**config.mk**
```make
export PLATFORM = sky130hd
export DESIGN_NAME = nes_joypad
export DESIGN_NICKNAME = d
export VERILOG_FILES = /design/src/rtl/nes_joypad.sv
export SDC_FILE = /design/constraint.sdc
export NUM_CORES = 1
export LEC_CHECK = 0
export CAP_MARGIN = 20
export CORE_ASPECT_RATIO = 2
export CORE_MARGIN = 2
export CORE_UTILIZATION = 53
export CTS_CLUSTER_DIAMETER = 120
export CTS_CLUSTER_SIZE = 30
export DETAILED_ROUTE_END_ITERATION = 6
export GPL_ROUTABILITY_DRIVEN = 1
export HOLD_SLACK_MARGIN = 0.06
export PLACE_DENSITY = 0.91
export SYNTH_ARGS = -nofsm -noshare
export SYNTH_HDL_FRONTEND = slang
export SYNTH_SLANG_ARGS = --single-unit
```
**constraint.sdc**
```tcl
create_clock -name clock -period 2.05 [get_ports clock]
set_input_delay 0.41 -clock clock [delete_from_list [all_inputs] [get_ports clock]]
set_output_delay 0.41 -clock clock [all_outputs]
set_load 0.01 [all_outputs]
```
**src/rtl/nes_joypad.sv**
```systemverilog
// NES controller ports $4016/$4017: strobe latch, two 8-bit serial pads with 1-fill, A/B turbo.
module nes_joypad #(
  parameter int unsigned SYNC_STAGES = 2,
  parameter logic [23:0] TURBO_DIV   = 24'd833333,
  parameter logic [7:0]  OPEN_BUS    = 8'h40
) (
  input  logic        clock,
  input  logic        reset_n,
  input  logic [15:0] address,
  input  logic        rd,
  input  logic        wr,
  input  logic [7:0]  din,
  output logic [7:0]  dout,
  input  logic [7:0]  joy1,
  input  logic [7:0]  joy2,
  input  logic [3:0]  turbo,
  output logic        strobe
);

  localparam int unsigned PAD_W     = 8;
  localparam int unsigned CNT_W     = 24;
  localparam logic [15:0] ADDR_JOY1 = 16'h4016;
  localparam logic [15:0] ADDR_JOY2 = 16'h4017;
  localparam logic [6:0]  OB_HI     = OPEN_BUS[7:1];
  localparam logic [CNT_W-1:0] CNT_LAST = TURBO_DIV - CNT_W'(1);

  // Synchroniser chains for the pad bytes arriving from the keyboard clock domain
  logic [SYNC_STAGES-1:0][PAD_W-1:0] sync1_q, sync1_d;
  logic [SYNC_STAGES-1:0][PAD_W-1:0] sync2_q, sync2_d;

  // Turbo divider and phase
  logic [CNT_W-1:0] cnt_q, cnt_d;
  logic             phase_q, phase_d;

  // CPU access edge detection
  logic rd_q, rd_d;
  logic wr_q, wr_d;

  // Port state
  logic             strobe_q, strobe_d;
  logic [PAD_W-1:0] sh1_q, sh1_d;
  logic [PAD_W-1:0] sh2_q, sh2_d;
  logic [PAD_W-1:0] dout_q, dout_d;

  // Combinational helpers
  logic [PAD_W-1:0] j1, j2;
  logic [PAD_W-1:0] e1, e2;
  logic             rd_rise, wr_rise;
  logic             unused_din;

  assign unused_din = ^din[7:1];

  // Shift each synchroniser chain by one stage
  always_comb begin
    sync1_d = sync1_q;
    sync2_d = sync2_q;
    for (int i = SYNC_STAGES - 1; i > 0; i--) begin
      sync1_d[i] = sync1_q[i-1];
      sync2_d[i] = sync2_q[i-1];
    end
    sync1_d[0] = joy1;
    sync2_d[0] = joy2;
  end

  assign j1 = sync1_q[SYNC_STAGES-1];
  assign j2 = sync2_q[SYNC_STAGES-1];

  // Turbo counter wraps at TURBO_DIV-1 and toggles the phase on each wrap
  always_comb begin
    cnt_d   = cnt_q + CNT_W'(1);
    phase_d = phase_q;
    if (cnt_q >= CNT_LAST) begin
      cnt_d   = '0;
      phase_d = ~phase_q;
    end
  end

  // Effective buttons: turbo gates A/B with the phase, other buttons pass through
  always_comb begin
    e1    = j1;
    e2    = j2;
    e1[0] = j1[0] & (phase_q | ~turbo[0]);
    e1[1] = j1[1] & (phase_q | ~turbo[1]);
    e2[0] = j2[0] & (phase_q | ~turbo[2]);
    e2[1] = j2[1] & (phase_q | ~turbo[3]);
  end

  // Access edges: one action per rd/wr assertion regardless of hold time
  always_comb begin
    rd_d    = rd;
    wr_d    = wr;
    rd_rise = rd & ~rd_q;
    wr_rise = wr & ~wr_q;
  end

  // Strobe, latch, shift and read-data next state; a write wins over a coincident read
  always_comb begin
    strobe_d = strobe_q;
    sh1_d    = sh1_q;
    sh2_d    = sh2_q;
    dout_d   = dout_q;

    // Continuous parallel load while the registered strobe is high
    if (strobe_q) begin
      sh1_d = e1;
      sh2_d = e2;
    end

    if (wr_rise) begin
      // $4017 writes are APU frame-counter writes and are not ours
      if (address == ADDR_JOY1) begin
        strobe_d = din[0];
      end
    end else if (rd_rise) begin
      if (address == ADDR_JOY1) begin
        dout_d = {OB_HI, (strobe_q ? e1[0] : sh1_q[0])};
        if (!strobe_q) begin
          sh1_d = {1'b1, sh1_q[PAD_W-1:1]};
        end
      end else if (address == ADDR_JOY2) begin
        dout_d = {OB_HI, (strobe_q ? e2[0] : sh2_q[0])};
        if (!strobe_q) begin
          sh2_d = {1'b1, sh2_q[PAD_W-1:1]};
        end
      end
    end
  end

  // State registers with asynchronous reset
  always_ff @(posedge clock or negedge reset_n) begin
    if (!reset_n) begin
      sync1_q  <= '0;
      sync2_q  <= '0;
      cnt_q    <= '0;
      phase_q  <= 1'b1;
      rd_q     <= 1'b0;
      wr_q     <= 1'b0;
      strobe_q <= 1'b0;
      sh1_q    <= 8'hFF;
      sh2_q    <= 8'hFF;
      dout_q   <= 8'h00;
    end else begin
      sync1_q  <= sync1_d;
      sync2_q  <= sync2_d;
      cnt_q    <= cnt_d;
      phase_q  <= phase_d;
      rd_q     <= rd_d;
      wr_q     <= wr_d;
      strobe_q <= strobe_d;
      sh1_q    <= sh1_d;
      sh2_q    <= sh2_d;
      dout_q   <= dout_d;
    end
  end

  assign dout   = dout_q;
  assign strobe = strobe_q;

endmodule
```
# After elaboration in Yosys (flattened, before gate mapping)
# Cells that the tools add are included.
classes:
  bitwise_logic: 18
  n_eq_ne: 2
  order_cmp: 1
  mux: 16
  addsub: 1
  reduce_logical: 3
op_table:
  columns: ["cell", "n"]
  rows:
  - ["8-bit 2-to-1 mux", 13]
  - ["16-bit by 15-bit equality test with 1-bit output, second input constant", 2]
  - ["24-bit by 1-bit adder with 24-bit output, second input constant", 1]
  - ["24-bit by 20-bit greater-or-equal comparator with 1-bit output, second input constant", 1]
  - ["24-bit 2-to-1 mux", 1]
  - ["1-bit inverter", 8]
  - ["1-bit AND", 6]
  - ["1-bit bitwise OR", 4]
  - ["3-bit AND reduction", 1]
  - ["1-bit 2-to-1 mux", 2]
  - ["2-bit AND reduction", 1]
  - ["2-bit nonzero test", 1]
word_totals:
  inputBits: 48
  elab_cells: 53
  register_bits: 84
  output_inout_bits: 9

# Logic depth before layout (Yosys ltp)
logic_depth:
  ltp_word: 9
  depth_mapped: 6
  depth_no_buf: 5

# Worst setup path before layout
# No wires, ideal clock.
synth_timing:
  path_kind: "input to register"
  from: "in address[9]"
  to: "reg dout_q[0] (netlist: dout[0])"
  required_ns: 1.925
  arrival_ns: 1.533
  n_path_buf: 0
  setup_ns: 0.125
  slack_ns: 0.393
  stages: 4
  path_cell_list: "nor4_1 > nand4_1 > nor3_1 > mux2_2"
synth_between:
  elab_chain_cells: 3
  word_cells_on_any_way: 5
  classes_between: "eq/ne: 2; mux: 1; reduce/logical: 2"
synth_rtl:
  columns: ["element", "line_no", "text"]
  rows:
  - ["start: declaration", "9", "input logic [15:0] address,"]
  - ["16-bit by 15-bit equality test with 1-bit output (on tied branches)", "115, 120", null]
  - ["2-bit nonzero test (no line)", null, null]
  - ["3-bit AND reduction (no line)", null, null]
  - ["end signal: assignment", "152", "dout_q <= dout_d;"]
  - ["end: declaration", "43", "logic [PAD_W-1:0] dout_q, dout_d;"]
# Several ways; a longest one is shown, not always the timed one.
# A chain may end at the register's enable or synchronous reset.

# Final worst setup path
# Ends and elaborated chain as after synthesis.

==> results summary <==
The run finished with clean final reports. The ratio of final minimum period to clock period is 0.9361. The count of input and output buffers is 43. The via count normalized by instance count came out at 5.500. The cell count after synthesis is 292. The area share of the leading cell type in the synthesized netlist is 0.4535. The H-tree generated during clock tree synthesis spans 3 levels. The internal power came out at 2.545 mW. The design draws 3.229 mW. In this run the clock root is driven by a clkbuf_16. The total of max-cap violations is 0. Setup violations remaining at the end of the flow were counted as 0. The worst clock skew on the final layout came out at 0.004614 ns.

The remaining routing DRC violations is 0. The most used flip-flop cell after synthesis is dfrtp_1. The buffers inserted during post-CTS setup optimization came out at 0. The number of placed cells counting well taps is 428.

The final critical-path required period is 1.919 ns. The later pin in the worst-skew pair is clocked with a latency of 0.33 ns. The final total negative setup slack is 0 ns. The actual slew at the worst max-slew pin came out at 0.5968 ns.

For this run, global-route usage on met2 was measured as 0.3507. The overall via count from detail_route is 2442. The worst slack on hold paths is 0.08129 ns. The overall routing resource usage came out at 0.2171. The total CTS buffers is 9.

Timing analysis after detailed placement gives a worst setup slack of -0.2273 ns. Sorting the synthesized cells by area gives the leading types as dfrtp_1 (45%), dfstp_2 (13%), o31ai_1 (3.1%). The floorplan die width is 60.35 µm.

The cell area that synthesis handed to floorplanning was 0.003366 mm². The worst setup path is of the in2reg kind. The highest attainable clock frequency is 0.5211 GHz. At the end of the flow, the number of nets in the layout was 403. The post-synthesis area per instance is 11.53 µm².

The starting DRC count in detailed routing is 91. The path class of the tightest hold or removal check is in2async. The data required time of the worst path is 2.27 ns.

The number of filler instances in the final layout came out at 432. The portion of the post-synthesis area used by sequential elements came out at 0.5862. The largest buffer count on any clock path came out at 2. In the final layout, the multi-input gates occupy 0.001274 mm². The vertical die dimension came out at 116.7 µm. The area enclosed by the die boundary came out at 0.007043 mm². The number of distinct library cell variants in the gate-level netlist after synthesis came out at 51. The area taken by flip-flops and latches came out at 0.001973 mm².

In this run the power spent charging and discharging nets is 684.3 µW. Of the total power, the share spent switching nets is 0.2119. The synthesis-to-finish area growth came out at 25.99%.

The finished cells cover 0.004240 mm². The floorplan row count came out at 41. Across the VDD grid, the largest voltage drop is 0.0007092 V.

The core utilization of the finished layout is 0.6831. In this run, post-CTS hold repair placed 0 buffers. The first global-routing pass estimated 11290 µm of wire. The layer flagged by global routing as most heavily used is met2.

The final weighted congestion in routability-driven placement is 0.8437. The slack of the critical path is 0.1309 ns. The TritonCTS sink count is 78.

The via count of the first global-routing pass is 2514. The antenna cell count is 0. TritonCTS built the clock tree.

The sum of routed wire length over all layers came out at 6814 µm. The average detailed-routed wire length per instance came out at 15.35 µm. The number of hold violations in the final report came to 0.

STA puts the critical path data arrival time at 2.14 ns. The pin count of the biggest net entering global routing is 48. The part of the power in the clock network is 0.439. For this configuration, the core starts out at a cell density of 0.5422.

The fraction of layout cells with a size suffix above 1 came out at 0.1899. The synthesized design spends more area on one cell type than any other, namely dfrtp_1. The number of register bits inferred by synthesis came out at 78. The logic depth of the worst register-to-register path came out at 5. Pin placement for this block handled 57 I/O pins. The part of the power in registers came out at 0.505. The number of iterations in the first detailed-routing pass came out at 5.

The async set or reset register ratio after synthesis came out at 1.000. The met3 track utilization from global routing came out at 0.05869. The met1 usage in global routing came out at 0.2654. After the flow finishes, the layout carries non-filler instances totaling 444. In this run the worst path has a maximum fanout of 7. The number of max-slew violations in the final report is 0. The final global-route overflow total is 0. The placeable core region came out at 0.006207 mm².

The share of total power dissipated in combinational logic is 0.056. The clock transition at the registers of the reported paths is 0.05 ns. The Yosys warning count came out at 0.

Headroom to the max-slew limit came out at 0.6022. In this run, synthesis inferred 0 flip-flops with an integrated enable. The cell area reported after detailed placement is 0.003965 mm². The static leakage power is 1.687 nW. The category of the worst setup path capture point is a flip-flop.

The initial antenna violation count is 0. The worst setup path is launched from an input port. The half-perimeter wire length of the detailed placement result came out at 4693 µm. The power density normalized to cell area is 761.5 mW/mm². The post-detailed-route count of antenna-violating nets is 0.
cell families (layout without fill, tap and decap cells):
kind of cell | Yosys count | count (layout) | synth area share
flops | 78 | 78 | 0.5862
other cells | 1 | 10 | 0.001114
buf+inv | 30 | 87 | 0.04721
xor+xnor | 14 | 14 | 0.03866
simple gates | 104 | 104 | 0.1855
mux | 4 | 4 | 0.01301
fa+ha+maj | 2 | 2 | 0.007434
compound gates | 59 | 59 | 0.1208
layout make-up:
| class | count | share of cell area |
|---|---|---|
| repair buffers | 62 | 0.1375 |
| multi-input cells | 193 | 0.3004 |
| well taps | 86 | 0.02538 |
| flip-flops and latches | 78 | 0.4653 |
| clock inverters | 4 | 0.005311 |
| clock buffers | 12 | 0.05813 |
| inverters | 9 | 0.007967 |
layout by cell type, fill, tap and decap left out, types with 3 or more instances in the layout:
| master | Yosys | routed |
|---|---|---|
| nor2b_1 | 14 | 14 |
| conb_1 | 1 | 10 |
| o21ai_0 | 5 | 5 |
| nand4_1 | 8 | 8 |
| clkinv_2 | 0 | 3 |
| nor2_1 | 19 | 19 |
| dfstp_2 | 17 | 17 |
| clkdlybuf4s50_1 | 0 | 42 |
| a41oi_1 | 7 | 7 |
| a31oi_1 | 7 | 7 |
| mux2_2 | 3 | 3 |
| nor4_1 | 4 | 3 |
| nand2_1 | 12 | 12 |
| nand3_1 | 5 | 5 |
| inv_1 | 9 | 9 |
| clkbuf_16 | 0 | 9 |
| nor3_1 | 8 | 8 |
| o31ai_1 | 14 | 14 |
| nand2b_1 | 6 | 6 |
| dfrtp_1 | 61 | 61 |
| xnor2_1 | 11 | 11 |
| buf_4 | 7 | 19 |
| a21oi_1 | 13 | 13 |
| a21oi_2 | 4 | 4 |
| and3_1 | 8 | 8 |
metal layers:
| layer | up-vias | share of wire | wire, µm |
|---|---|---|---|
| met5 | - | 0 | 0 |
| met4 | 0 | 0.028 | 188 |
| met3 | 15 | 0.056 | 382 |
| met2 | 85 | 0.53 | 3603 |
| met1 | 1195 | 0.39 | 2640 |
| li1 | 1147 | - | - |
final timing paths:
kind	from	to	slack, ns
max	address[9]	dout[0]$_DFFE_PN0P_	0.13
min	reset_n	sync2_d[8]$_DFF_PN0_	0.08
max reg2reg	cnt_q[0]$_DFF_PN0_	cnt_q[18]$_DFF_PN0_	0.22
min reg2reg	sync1_d[13]$_DFF_PN0_	j1[5]$_DFF_PN0_	0.35
max in group asynchronous	reset_n	j1[1]$_DFF_PN0_	1.41
min in group clock	sync1_d[13]$_DFF_PN0_	j1[5]$_DFF_PN0_	0.35
flip-flops by register name, summed over array words and instances, names as in the netlist, 2 cells and up:
| name | count |
|---|---|
| sh2_q | 8 |
| cnt_q | 24 |
| j2 | 8 |
| j1 | 8 |
| dout | 2 |
| sync1_d | 8 |
| sync2_d | 8 |
| sh1_q | 8 |
power by group through the flow:
| stage | logic [mW] | clock network [mW] | registers [mW] |
|---|---|---|---|
| 6_report | 0.181 | 1.42 | 1.63 |
| 3_3_place_gp | 0.174 | 0 | 1.65 |
| 5_1_grt | 0.202 | 1.51 | 1.64 |
| 2_1_floorplan | 0.0620 | 0 | 1.65 |
| 3_5_place_dp | 0.180 | 0 | 1.66 |
| 4_1_cts | 0.182 | 1.45 | 1.63 |
cells in the mapped netlist, drive strengths merged (2+ instances only):
cell type  instances
dfrtp             61
nor2              19
a21oi             17
dfstp             17
nor2b             14
o31ai             14
buf               13
nand2             12
xnor2             11
inv                9
nand4              9
nor3               9
and3               8
clkbuf             8
a31oi              7
a41oi              7
nand2b             6
nand3              5
o21ai              5
nor4               4
mux2               3
or3                3
xor2               3
a211oi             2
a22oi              2
and4               2
ha                 2
nand3b             2
nand4bb            2
o211ai             2
o31a               2
or2                2
or4                2
repair_timing:
action,4_1_cts,5_1_grt
hold endpoints to repair,0,0
gates resized for setup,0,1
endpoints found under the setup margin,0,1
worst max-delay path: stages:
cell and delay, ns:
clkdlybuf4s50_1 0.44, nor4_2 0.36, nand4_1 0.14, buf_4 0.18, nor3_1 0.22, mux2_2 0.37
(Power assumes the default switching activity.)
